[config.mk]
export PLATFORM = sky130hd
export DESIGN_NAME = branch_ctrl
export DESIGN_NICKNAME = d
export VERILOG_FILES = /design/src/rtl/branch_pkg.sv /design/src/rtl/branch_bht.sv /design/src/rtl/branch_ctrl.sv
export SDC_FILE = /design/constraint.sdc
export NUM_CORES = 1
export LEC_CHECK = 0
export ABC_AREA = 1
export CAP_MARGIN = 0
export CORE_MARGIN = 1
export CORE_UTILIZATION = 40
export CTS_CLUSTER_SIZE = 30
export DETAILED_ROUTE_END_ITERATION = 6
export PLACE_DENSITY = 0.73
export SLEW_MARGIN = 20
export SYNTH_ARGS = -nofsm -noshare
export SYNTH_HDL_FRONTEND = slang
export SYNTH_SLANG_ARGS = --single-unit
export TNS_END_PERCENT = 10
[constraint.sdc]
create_clock -name i_clk -period 2.1 [get_ports i_clk]
set_clock_uncertainty 0.05 [all_clocks]
set_input_delay 0.525 -clock i_clk [delete_from_list [all_inputs] [get_ports i_clk]]
set_output_delay 0.525 -clock i_clk [all_outputs]
set_load 0.01 [all_outputs]
[src/rtl/branch_pkg.sv]
// Shared types and constants for EX-stage branch resolution.
package branch_pkg;

    typedef enum logic [2:0] {
        F3_BEQ  = 3'b000,
        F3_BNE  = 3'b001,
        F3_BLT  = 3'b100,
        F3_BGE  = 3'b101,
        F3_BLTU = 3'b110,
        F3_BGEU = 3'b111
    } funct3_e;

    typedef enum logic {
        BC_IDLE  = 1'b0,
        BC_FLUSH = 1'b1
    } bc_state_e;

    localparam logic [1:0] CTR_SNT = 2'b00;
    localparam logic [1:0] CTR_WNT = 2'b01;
    localparam logic [1:0] CTR_WT  = 2'b10;
    localparam logic [1:0] CTR_ST  = 2'b11;

    localparam logic [31:0] CNT_MAX = 32'hFFFF_FFFF;

    function automatic logic [1:0] ctr_next(
        input logic [1:0] ctr,
        input logic       tk
    );
        logic [1:0] nxt;
        nxt = ctr;
        if (tk && ctr != CTR_ST) begin
            nxt = ctr + 2'd1;
        end else if (!tk && ctr != CTR_SNT) begin
            nxt = ctr - 2'd1;
        end
        return nxt;
    endfunction

    function automatic logic [31:0] sat_inc(input logic [31:0] v);
        return (v == CNT_MAX) ? v : v + 32'd1;
    endfunction

endpackage

[src/rtl/branch_bht.sv]
// Branch history table of 2-bit saturating counters.
// One combinational read port for fetch, one update port for EX.
module branch_bht
    import branch_pkg::*;
#(
    parameter int ENTRIES = 64
) (
    input  logic        clk,
    input  logic        reset,
    input  logic [31:0] rd_pc_i,
    output logic        rd_tk_o,
    input  logic        upd_en_i,
    input  logic [31:0] upd_pc_i,
    input  logic        upd_tk_i
);

    localparam int IW = $clog2(ENTRIES);

    logic [1:0]    ctr_q [ENTRIES];
    logic [1:0]    ctr_d [ENTRIES];
    logic [IW-1:0] rd_idx;
    logic [IW-1:0] upd_idx;
    logic          unused_pc;

    assign rd_idx  = rd_pc_i[IW+1:2];
    assign upd_idx = upd_pc_i[IW+1:2];
    assign rd_tk_o = ctr_q[rd_idx][1];

    assign unused_pc = ^{rd_pc_i[31:IW+2], rd_pc_i[1:0],
                         upd_pc_i[31:IW+2], upd_pc_i[1:0]};

    always_comb begin
        for (int i = 0; i < ENTRIES; i++) begin
            ctr_d[i] = ctr_q[i];
        end
        if (upd_en_i) begin
            ctr_d[upd_idx] = ctr_next(ctr_q[upd_idx], upd_tk_i);
        end
    end

    always_ff @(posedge clk) begin
        if (reset) begin
            for (int i = 0; i < ENTRIES; i++) begin
                ctr_q[i] <= CTR_WNT;
            end
        end else begin
            for (int i = 0; i < ENTRIES; i++) begin
                ctr_q[i] <= ctr_d[i];
            end
        end
    end

endmodule

[src/rtl/branch_ctrl.sv]
// EX-stage branch resolution, PC redirect and IF/ID flush sequencing.
// Define BRANCH_BHT_EN to add the 2-bit BHT predictor path.
module branch_ctrl
    import branch_pkg::*;
#(
    parameter int FLUSH_CYCLES = 2,
    parameter int BHT_ENTRIES  = 64
) (
    input  logic        i_clk,
    input  logic        i_reset,
    input  logic        ex_valid_i,
    input  logic        ex_stall_i,
    input  logic        ex_is_br_i,
    input  logic        ex_is_jal_i,
    input  logic        ex_is_jalr_i,
    input  logic [2:0]  ex_funct3_i,
    input  logic [31:0] ex_pc_i,
    input  logic [31:0] ex_target_i,
    input  logic        ex_pred_tk_i,
    input  logic        br_less_i,
    input  logic        br_equal_i,
    output logic        br_unsigned_o,
    input  logic [31:0] if_pc_i,
    output logic        if_pred_tk_o,
    output logic        redirect_o,
    output logic [31:0] redirect_pc_o,
    output logic        flush_o,
    output logic [31:0] br_cnt_o,
    output logic [31:0] mispred_cnt_o
);

    localparam int FCW = (FLUSH_CYCLES > 1) ? $clog2(FLUSH_CYCLES) : 1;
    localparam logic [FCW-1:0] FLUSH_LOAD = FCW'(FLUSH_CYCLES - 1);

    bc_state_e   state_q, state_d;
    logic [FCW-1:0] fcnt_q, fcnt_d;
    logic        redirect_q, redirect_d;
    logic [31:0] redirect_pc_q, redirect_pc_d;
    logic        flush_q, flush_d;
    logic [31:0] br_cnt_q, br_cnt_d;
    logic [31:0] mis_cnt_q, mis_cnt_d;

    logic        is_jal;
    logic        is_jalr;
    logic        is_br;
    logic        br_cond;
    logic        taken;
    logic        resolve;
    logic        need_redir;
    logic [31:0] redir_pc;

    assign br_unsigned_o = (ex_funct3_i == F3_BLTU) ||
                           (ex_funct3_i == F3_BGEU);

    // JAL wins over JALR, which wins over a conditional branch.
    assign is_jal  = ex_is_jal_i;
    assign is_jalr = ex_is_jalr_i & ~ex_is_jal_i;
    assign is_br   = ex_is_br_i & ~ex_is_jal_i & ~ex_is_jalr_i;

    always_comb begin
        br_cond = 1'b0;
        case (ex_funct3_i)
            F3_BEQ:  br_cond = br_equal_i;
            F3_BNE:  br_cond = ~br_equal_i;
            F3_BLT:  br_cond = br_less_i;
            F3_BGE:  br_cond = ~br_less_i;
            F3_BLTU: br_cond = br_less_i;
            F3_BGEU: br_cond = ~br_less_i;
            default: br_cond = 1'b0;
        endcase
    end

    assign taken   = is_jal | is_jalr | (is_br & br_cond);
    assign resolve = ex_valid_i & ~ex_stall_i &
                     (is_jal | is_jalr | is_br) &
                     (state_q == BC_IDLE);
    assign redir_pc = taken ? ex_target_i : ex_pc_i + 32'd4;

`ifdef BRANCH_BHT_EN
    assign need_redir = is_jal | is_jalr | (taken != ex_pred_tk_i);

    branch_bht #(
        .ENTRIES (BHT_ENTRIES)
    ) u_bht (
        .clk      (i_clk),
        .reset    (i_reset),
        .rd_pc_i  (if_pc_i),
        .rd_tk_o  (if_pred_tk_o),
        .upd_en_i (resolve & is_br),
        .upd_pc_i (ex_pc_i),
        .upd_tk_i (br_cond)
    );
`else
    logic unused_pred;

    assign need_redir   = taken;
    assign if_pred_tk_o = 1'b0;
    assign unused_pred  = ^{if_pc_i, ex_pred_tk_i};
`endif

    always_comb begin
        state_d       = state_q;
        fcnt_d        = fcnt_q;
        redirect_d    = 1'b0;
        redirect_pc_d = redirect_pc_q;
        br_cnt_d      = br_cnt_q;
        mis_cnt_d     = mis_cnt_q;
        unique case (state_q)
            BC_IDLE: begin
                if (resolve) begin
                    br_cnt_d = sat_inc(br_cnt_q);
                    if (need_redir) begin
                        redirect_d    = 1'b1;
                        redirect_pc_d = redir_pc;
                        mis_cnt_d     = sat_inc(mis_cnt_q);
                        state_d       = BC_FLUSH;
                        fcnt_d        = FLUSH_LOAD;
                    end
                end
            end
            BC_FLUSH: begin
                // EX holds wrong-path work here; stalls do not hold the count.
                if (fcnt_q == '0) begin
                    state_d = BC_IDLE;
                end else begin
                    fcnt_d = fcnt_q - 1'b1;
                end
            end
            default: state_d = BC_IDLE;
        endcase
        flush_d = (state_d == BC_FLUSH);
    end

    always_ff @(posedge i_clk) begin
        if (i_reset) begin
            state_q       <= BC_IDLE;
            fcnt_q        <= '0;
            redirect_q    <= 1'b0;
            redirect_pc_q <= '0;
            flush_q       <= 1'b0;
            br_cnt_q      <= '0;
            mis_cnt_q     <= '0;
        end else begin
            state_q       <= state_d;
            fcnt_q        <= fcnt_d;
            redirect_q    <= redirect_d;
            redirect_pc_q <= redirect_pc_d;
            flush_q       <= flush_d;
            br_cnt_q      <= br_cnt_d;
            mis_cnt_q     <= mis_cnt_d;
        end
    end

    assign redirect_o    = redirect_q;
    assign redirect_pc_o = redirect_pc_q;
    assign flush_o       = flush_q;
    assign br_cnt_o      = br_cnt_q;
    assign mispred_cnt_o = mis_cnt_q;

endmodule
**After elaboration in Yosys (flattened, before gate mapping)**

Index checks and enable logic that the tools add are counted.
W data, S select, Z words.

- Eq/ne operators: 9
- Bitwise gates (word level): 18
- Muxes and demuxes: 9
- Reduce and logical (&&, ||, !) cells: 9
- Add/sub/neg operators: 3

Operators with widths:

| cell | number |
|---|---|
| $add A32 B1 Y32 const B | 2 |
| $eq A32 B32 Y1 const B | 2 |
| $eq A3 B3 Y1 const B | 4 |
| $not A1 Y1 | 8 |
| $and A1 B1 Y1 | 7 |
| $mux W1 | 6 |
| $reduce_and A3 Y1 | 2 |
| $reduce_or A2 Y1 | 3 |
| $ne A2 B2 Y1 const B | 2 |
| $pmux W1 S2 | 2 |
| $pmux W1 S4 | 1 |
| $reduce_and A4 Y1 | 1 |
| $eq A3 B1 Y1 const B | 1 |
| $logic_not A3 Y1 | 1 |
| $or A1 B1 Y1 | 3 |
| $reduce_and A2 Y1 | 1 |
| $logic_or A1 B1 Y1 | 1 |
| $sub A1 B1 Y1 const B | 1 |

- Register bits: 99
- Output and inout bits: 100
- Logic and storage cells: 54
- Bits of input ports: 109

**Longest topological paths before layout**

Gate-level depths: netlist of the first run.

- Word-level depth: 8
- Gate-level depth with buffers: 12
- Depth with buffers taken out: 12

**Worst setup path before layout of the first run**

OpenSTA, ideal clock, no wires.

- Kind: flip-flop to flip-flop
- Start point: reg mis_cnt_q[0], in the netlist mispred_cnt_o[0]
- End point: reg mis_cnt_q[18], in the netlist mispred_cnt_o[18]
- Arrival time: 1,749 ps
- Stages on the path, launching flop included: 12
- Library setup time: 142 ps
- Buffers on the path: 1
- Period minus slack after synthesis: 1,941 ps
- Path slack: 159 ps
- Cell sequence: dfxtp_1 > ha_1 > inv_2 > nor2_4 > nand2_4 > nor2_8 > nand3_4 > nand2_8 > inv_4 > buf_6 > nand2_1 > a21oi_2

- Longest elaborated chain between the ends: 3
- Elaborated cells on any way between the ends: 4
- Those cells by class: 1 x add/sub; 1 x eq/ne; 1 x bitwise; 1 x reduce/logical

Ends and longest elaborated chain:

| element | RTL line | text |
|---|---|---|
| start, declared | branch_ctrl.sv:41 | `logic [31:0] mis_cnt_q, mis_cnt_d;` |
| start signal, assigned | branch_ctrl.sv:150 | `mis_cnt_q <= mis_cnt_d;` |
| branches (longest 3 deep; another with $add A32 B1 Y32) | -- |  |

Several ways; the timed one is not identified.
A chain may end at the register's enable or synchronous reset.

**Worst setup path in the final report of the first run**

- Start point: reg br_cnt_q[11], in the netlist br_cnt_o[11]
- End point: out br_cnt_o[11]

RTL lines:

| element | RTL line | text |
|---|---|---|
| start, declared | branch_ctrl.sv:40 | `logic [31:0] br_cnt_q, br_cnt_d;` |
| start signal, assigned | branch_ctrl.sv:149 | `br_cnt_q <= br_cnt_d;` |
| end, declared | branch_ctrl.sv:28 | `output logic [31:0] br_cnt_o,` |

No word-level cell between the ends.

==> results.cfg, run 1 <==
[status]
status = completed

[routing]
route.detailed.drc = 0
wl_per_cell_um = 12.64
first_iter_violations = 428
routed_wl_um = 15210
num_vias = 5843
viasPerCell = 4.857
antenna_left = 0
drt_pass1_iterations = 5

[global_route]
antenna_found_initial = 0
grt_pass1_vias = 5228
grt_pass1_wl_um = 25270
grt_util_all_layers_pct = 22.12
overflow = 0
grt_max_degree = 38

[yosys]
netlist_area_um2 = 5500
yosysWarnings = 0
ys_ff_latch = 99
synth.yosys.seq_area_share_pct = 36.03
synth_cell_types = 35
syn_nets = 967
postSynthAreaPerCell_um2 = 6.426
syn_inst = 856

[floorplanning]
ios = 209
die_height_um = 119.3
die_w_um = 119.3
die_area_um2 = 14220
core-area_um2 = 13350
initial_core_util_pct = 41.21
row_count = 42

[power_and_ir_drop]
power_switching_w = 0.001046
powerDensity_nw_per_um2 = 551.8
clockPowerShare_pct = 42.3
ir_drop_mv = 0.3523
pwr-share-comb_pct = 11.2
p_seq_share_pct = 46.5
switching_share_pct = 24.89
p_leak_nw = 2.754
intPower_w = 0.003156

[cells_and_area]
drive_above_1_share_pct = 10.03
nNetsFinal = 1133
final_area_um2 = 7615
syn2layout_area_growth_pct = 38.44
n_antenna_cell = 0

[clock_tree]
htreeDepth = 3
ctsRootBufferMaster = clkbuf_16
cts_tree = built
clockBufferDepth = 2
holdBufCountCts = 0
cts_inserted_buffers = 9
cts_sinks = 99
clkLatencyLatePin_ns = 0.35
path_clk_slew_ns = 0.07

[timing]
tns_ns = 0
max_freq_mhz = 504.9
slew_violations = 0
final_hold_viol_count = 0
period_share_pct = 94.32
rsz0062_at_grt = no
post-route-min-period_ns = 1.981
setup_viol = 0

[job]
maxCapViolations = 0

[setup_path]
cpMaxStageDelayCell = clkdlybuf4s50_1
path_cells = buf_4 -> clkdlybuf4s50_1
cp.arrival_ns = 1.41
cp_max_fo = 4
cp_data_required_time_ns = 1.52
startpoint_type = flip-flop
critPathCaptureType = output pin
critPathMaxStageDelay_ns = 0.53
path_class = reg2out

[place]
gp_congestion = 0.9319
place_area_um2 = 7298
numPortBuffers = 142
hpwl_um = 11460

[worst_hold_path]
min_path_type = reg2reg
-- synthesized netlist by cell type, drive strengths merged --
library cell	instances	share of area [%]
nor2	193	14
o21bai	2	0.27
ha	2	0.45
o21ai	41	3.7
nand2	304	22
inv	42	2.9
buf	16	2.6
clkbuf	13	0.89
nand3b	23	3.1
nor3	6	0.55
conb	1	0.068
a21oi	52	6.1
clkinv	1	0.068
nor3b	2	0.27
dfxtp	99	36
xnor2	9	1.4
nand3	30	3.0
nand4	4	0.45
o31ai	1	0.14
xor2	15	2.4
-- power by group through the flow --
stage / clock network [W] / registers [W] / logic (W)
after CTS: 0.00181 / 0.00196 / 0.000476
after detailed placement: 0 / 0.00200 / 0.000475
final: 0.00178 / 0.00196 / 0.000471
after global placement: 0 / 0.00200 / 0.000472
after global routing: 0.00192 / 0.00196 / 0.000514
after floorplan: 0 / 0.00203 / 0.000198
-- critical path, delay by kind of cell (launching register included) --
kind	cells	cell delay (ns)
DFF	1	0.38
buffers and inverters	2	0.69
-- per-stage QoR --
stage               utilization, %  std cells  hold WS (ns)  worst slack [ns]  power (W)
floorplan                        -        856        0.3863            0.1589   0.002225
global placement             54.68       1187        0.3999           -0.1061   0.002469
detailed placement           54.68       1187        0.4052           -0.1123   0.002475
CTS                          57.05       1203        0.4186           0.09861   0.004246
global route                 57.05       1203        0.4469           0.03698   0.004391
finish                       57.05       1203        0.4155            0.1192   0.004202
-- cell families (layout without fill, tap and decap cells) --
| logic type | Yosys count | after routing | share of synthesized area [%] |
|---|---|---|---|
| compound gates | 96 | 96 | 10.24 |
| xor+xnor | 24 | 24 | 3.822 |
| fa+ha+maj | 2 | 2 | 0.4549 |
| simple gates | 562 | 562 | 42.93 |
| buf+inv | 72 | 243 | 6.460 |
| other cells | 1 | 1 | 0.06818 |
| flops | 99 | 99 | 36.03 |
-- flip-flops by register name, indices dropped and copies added (netlist names) --
signal and flops:
br_cnt_o 32, mispred_cnt_o 32, redirect_pc_o 32, fcnt_q 1, flush_o 1, redirect_o 1
-- final timing paths --
kind	startpoint	cells past startpoint	slack, ns	to
setup / recovery	br_cnt_o[11]	2	0.12	br_cnt_o[11]
hold / removal	fcnt_q	2	0.42	flush_o
setup reg to reg	br_cnt_o[0]	11	0.17	br_cnt_o[30]
hold reg to reg	fcnt_q	2	0.42	flush_o
-- cells in the final DEF, fill, tap and decap left out, types with 4 or more instances in the layout --
| cell type | netlist | layout |
|---|---|---|
| a21oi_1 | 32 | 32 |
| inv_1 | 38 | 38 |
| nand4_1 | 4 | 4 |
| nand3_1 | 29 | 29 |
| nor2_2 | 5 | 5 |
| dfxtp_1 | 99 | 99 |
| xor2_1 | 15 | 15 |
| clkdlybuf4s50_1 | 0 | 140 |
| nand3b_1 | 23 | 23 |
| a21oi_2 | 20 | 20 |
| nor3_1 | 6 | 6 |
| xnor2_1 | 9 | 9 |
| nand2_1 | 292 | 292 |
| clkbuf_16 | 0 | 9 |
| o21ai_0 | 39 | 39 |
| nand2_2 | 9 | 9 |
| buf_4 | 2 | 39 |
| nor2_1 | 186 | 186 |
-- routing by layer --
layer	vias up	GRT usage, %	part of all wire, %
li1	3029	-	-
met1	2630	27.30	45
met2	157	37.75	48
met3	27	4.454	4.8
met4	0	8.228	2.5
met5	-	0	0
-- repair_timing --
action                                  in CTS  in global routing
endpoints found under the setup margin       1                  0
buffers inserted                             0                  0
resized for setup                            1                  0
endpoints found under the hold margin        0                  0
-- layout make-up --
| type | count | area (um^2) |
|---|---|---|
| flip-flops and latches | 99 | 1982 |
| clock buffers | 10 | 239.0 |
| well taps | 176 | 220.2 |
| multi-input cells | 685 | 3163 |
| clock inverters | 6 | 78.83 |
| inverters | 43 | 163.9 |
| repair buffers | 184 | 1768 |
| fillers | 1320 | 5733 |
Power figures use the tool's default switching activity.
==> inputs of run 2 (changes only) <==
--- a/config.mk
+++ b/config.mk
@@ -8,10 +8,10 @@
 export ABC_AREA = 1
 export CAP_MARGIN = 0
 export CORE_MARGIN = 1
-export CORE_UTILIZATION = 40
+export CORE_UTILIZATION = 45
 export CTS_CLUSTER_SIZE = 30
 export DETAILED_ROUTE_END_ITERATION = 6
-export PLACE_DENSITY = 0.73
+export PLACE_DENSITY = 0.81
 export SLEW_MARGIN = 20
 export SYNTH_ARGS = -nofsm -noshare
 export SYNTH_HDL_FRONTEND = slang
==> run 2 against run 1 <==
Effect of this change:
- utilization is 6.0 points higher
- sequential power about the same
- critical path depth decreased by 1
- hold slack got worse by 0.0096 ns
- clock power hardly changed
- clock-buffer cell count fell by 1
- sequential cell count unchanged
- final area decreased by 0.99%
- setup slack lost 0.024 ns
- combinational power up 1%
- critical path type unchanged
- largest power group unchanged
==> results.cfg, run 2 (synthesis gave the netlist of run 1 again) <==
[floorplanning]
die_w_um = 112.6
die_height_um = 112.6
die_area_um2 = 12670
initial_core_util_pct = 45.98
core-area_um2 = 11960
ios = 209
row_count = 40

[routing]
wl_per_cell_um = 12.85
drt_pass1_iterations = 5
antenna_left = 0
viasPerCell = 4.955
route.detailed.drc = 0
routed_wl_um = 14910
first_iter_violations = 302
num_vias = 5753

[timing]
setup_viol = 0
max_freq_mhz = 498.9
final_hold_viol_count = 0
rsz0062_at_grt = no
whs_ns = 0.4059
finalWorstSetupSlack_ns = 0.09571
post-route-min-period_ns = 2.004
period_share_pct = 95.44
slew_violations = 0

[setup_path]
path_cells = clkdlybuf4s50_1
cp_max_fo = 6
r2r-start = mispred_cnt_o[1]
critPathCaptureType = output pin
startpoint_type = flip-flop
cp.arrival_ns = 1.43
cp_num_buf_inv = 1
path_class = reg2out
cpMaxStageDelayCell = clkdlybuf4s50_1
reg2reg_to = mispred_cnt_o[14]
rr_worst_depth = 10
reg2reg_slack_ns = 0.15
worst_path_dominant_cell_family = buffers and inverters
cp_data_required_time_ns = 1.52
critPathMaxStageDelay_ns = 0.59

[clock_tree]
holdBufCountCts = 0
cts_inserted_buffers = 9
htreeDepth = 3
ctsRootBufferMaster = clkbuf_16
path_clk_slew_ns = 0.07
post-cts-setup-buffer-count = 0
clockBufferDepth = 2
cts_tree = built
clkLatencyLatePin_ns = 0.36
cts_sinks = 99

[place]
pre_cts_slack_ns = -0.1354
gp_congestion = 0.9183
hpwl_um = 10830
numPortBuffers = 142
place_area_um2 = 7227

[cells_and_area]
final_cell_mix = 292 x nand2_1, 185 x nor2_1, 140 x clkdlybuf4s50_1
n_antenna_cell = 0
final_common_cell = nand2_1
syn2layout_area_growth_pct = 37.08
final_area_um2 = 7540
drive_above_1_share_pct = 8.974
nNetsFinal = 1120

[worst_hold_path]
worstHoldEndpoint = flush_o
worstHoldStart = fcnt_q
hold_depth = 2
min_path_type = reg2reg

[power_and_ir_drop]
powerDensity_nw_per_um2 = 555.9
p_leak_nw = 2.700
ir_drop_mv = 0.4308

[global_route]
grt_pass1_vias = 5417
overflow = 0
grt_util_all_layers_pct = 24.71
grt_max_degree = 54
antenna_found_initial = 0
grt_pass1_wl_um = 25010

[status]
status = completed

[job]
maxCapViolations = 0
run 2: worst max-delay path by stage:
stage / start / to / slack, ns / depth (start not counted)
6_report: br_cnt_o[26] / br_cnt_o[26] / 0.1 / 1
5_1_grt: mispred_cnt_o[1] / mispred_cnt_o[14] / 0.02 / 10
4_1_cts: mispred_cnt_o[0] / mispred_cnt_o[0] / 0.1 / 2
3_5_place_dp: ex_funct3_i[2] / br_unsigned_o / -0.14 / 4
3_3_place_gp: ex_funct3_i[2] / br_unsigned_o / -0.12 / 4
2_1_floorplan: mispred_cnt_o[0] / mispred_cnt_o[18] / 0.16 / 11
run 2: layer usage:
| metal | track usage, % | up-vias | part of all wire (%) |
|---|---|---|---|
| met1 | 29.39 | 2530 | 45 |
| met5 | 0 | - | 0 |
| met2 | 42.30 | 180 | 47 |
| met3 | 5.292 | 35 | 5.4 |
| li1 | - | 3008 | - |
| met4 | 11.91 | 0 | 2.9 |
run 2: cell type report:
| class | instances | area (um^2) |
|---|---|---|
| Tap cell | 147 | 183.9 |
| Fill cell | 1104 | 4422 |
| Timing Repair Buffer | 171 | 1733 |
| Sequential cell | 99 | 1982 |
| Clock buffer | 9 | 225.2 |
| Clock inverter | 7 | 86.33 |
| Multi-Input combinational cell | 685 | 3166 |
| Inverter | 43 | 163.9 |
run 2: power breakdown:
part / internal (W) / switching, W
combinational: 0.000249 / 0.000228
sequential: 0.00193 / 0.0000279
clock: 0.000945 / 0.000813
run 2: repair_timing:
item                                    in CTS  in global routing
gates resized for setup                      1                  1
endpoints found under the setup margin       1                  1
cloned                                       0                  0
run 2: worst reg2reg max path, cell delays in order, from the launching register on:
cell	delay (ns)
dfxtp_1	0.40
ha_1	0.25
inv_2	0.08
nor2_4	0.18
nand2_4	0.13
nor2_8	0.15
nand3_4	0.13
nand2_8	0.15
buf_12	0.15
nand2_1	0.08
a21oi_2	0.14
run 2: per-stage QoR:
step / power [W] / setup TNS [ns] / util [%] / instances
after CTS: 0.004218 / 0 / 63.01 / 1161
after detailed placement: 0.002481 / -2.176 / 60.42 / 1145
after global routing: 0.004358 / 0 / 63.03 / 1161
after global placement: 0.002473 / -1.147 / 60.42 / 1145
final: 0.004191 / 0 / 63.03 / 1161
after floorplan: 0.002225 / 0 / - / 856
==> inputs of run 3 (changes only) <==
--- a/config.mk
+++ b/config.mk
@@ -11,6 +11,7 @@
 export CORE_UTILIZATION = 45
 export CTS_CLUSTER_SIZE = 30
 export DETAILED_ROUTE_END_ITERATION = 6
+export GPL_ROUTABILITY_DRIVEN = 1
 export PLACE_DENSITY = 0.81
 export SLEW_MARGIN = 20
 export SYNTH_ARGS = -nofsm -noshare
==> results of run 3 <==
No change in the layout: final DEF, timing and power equal those of run 2.
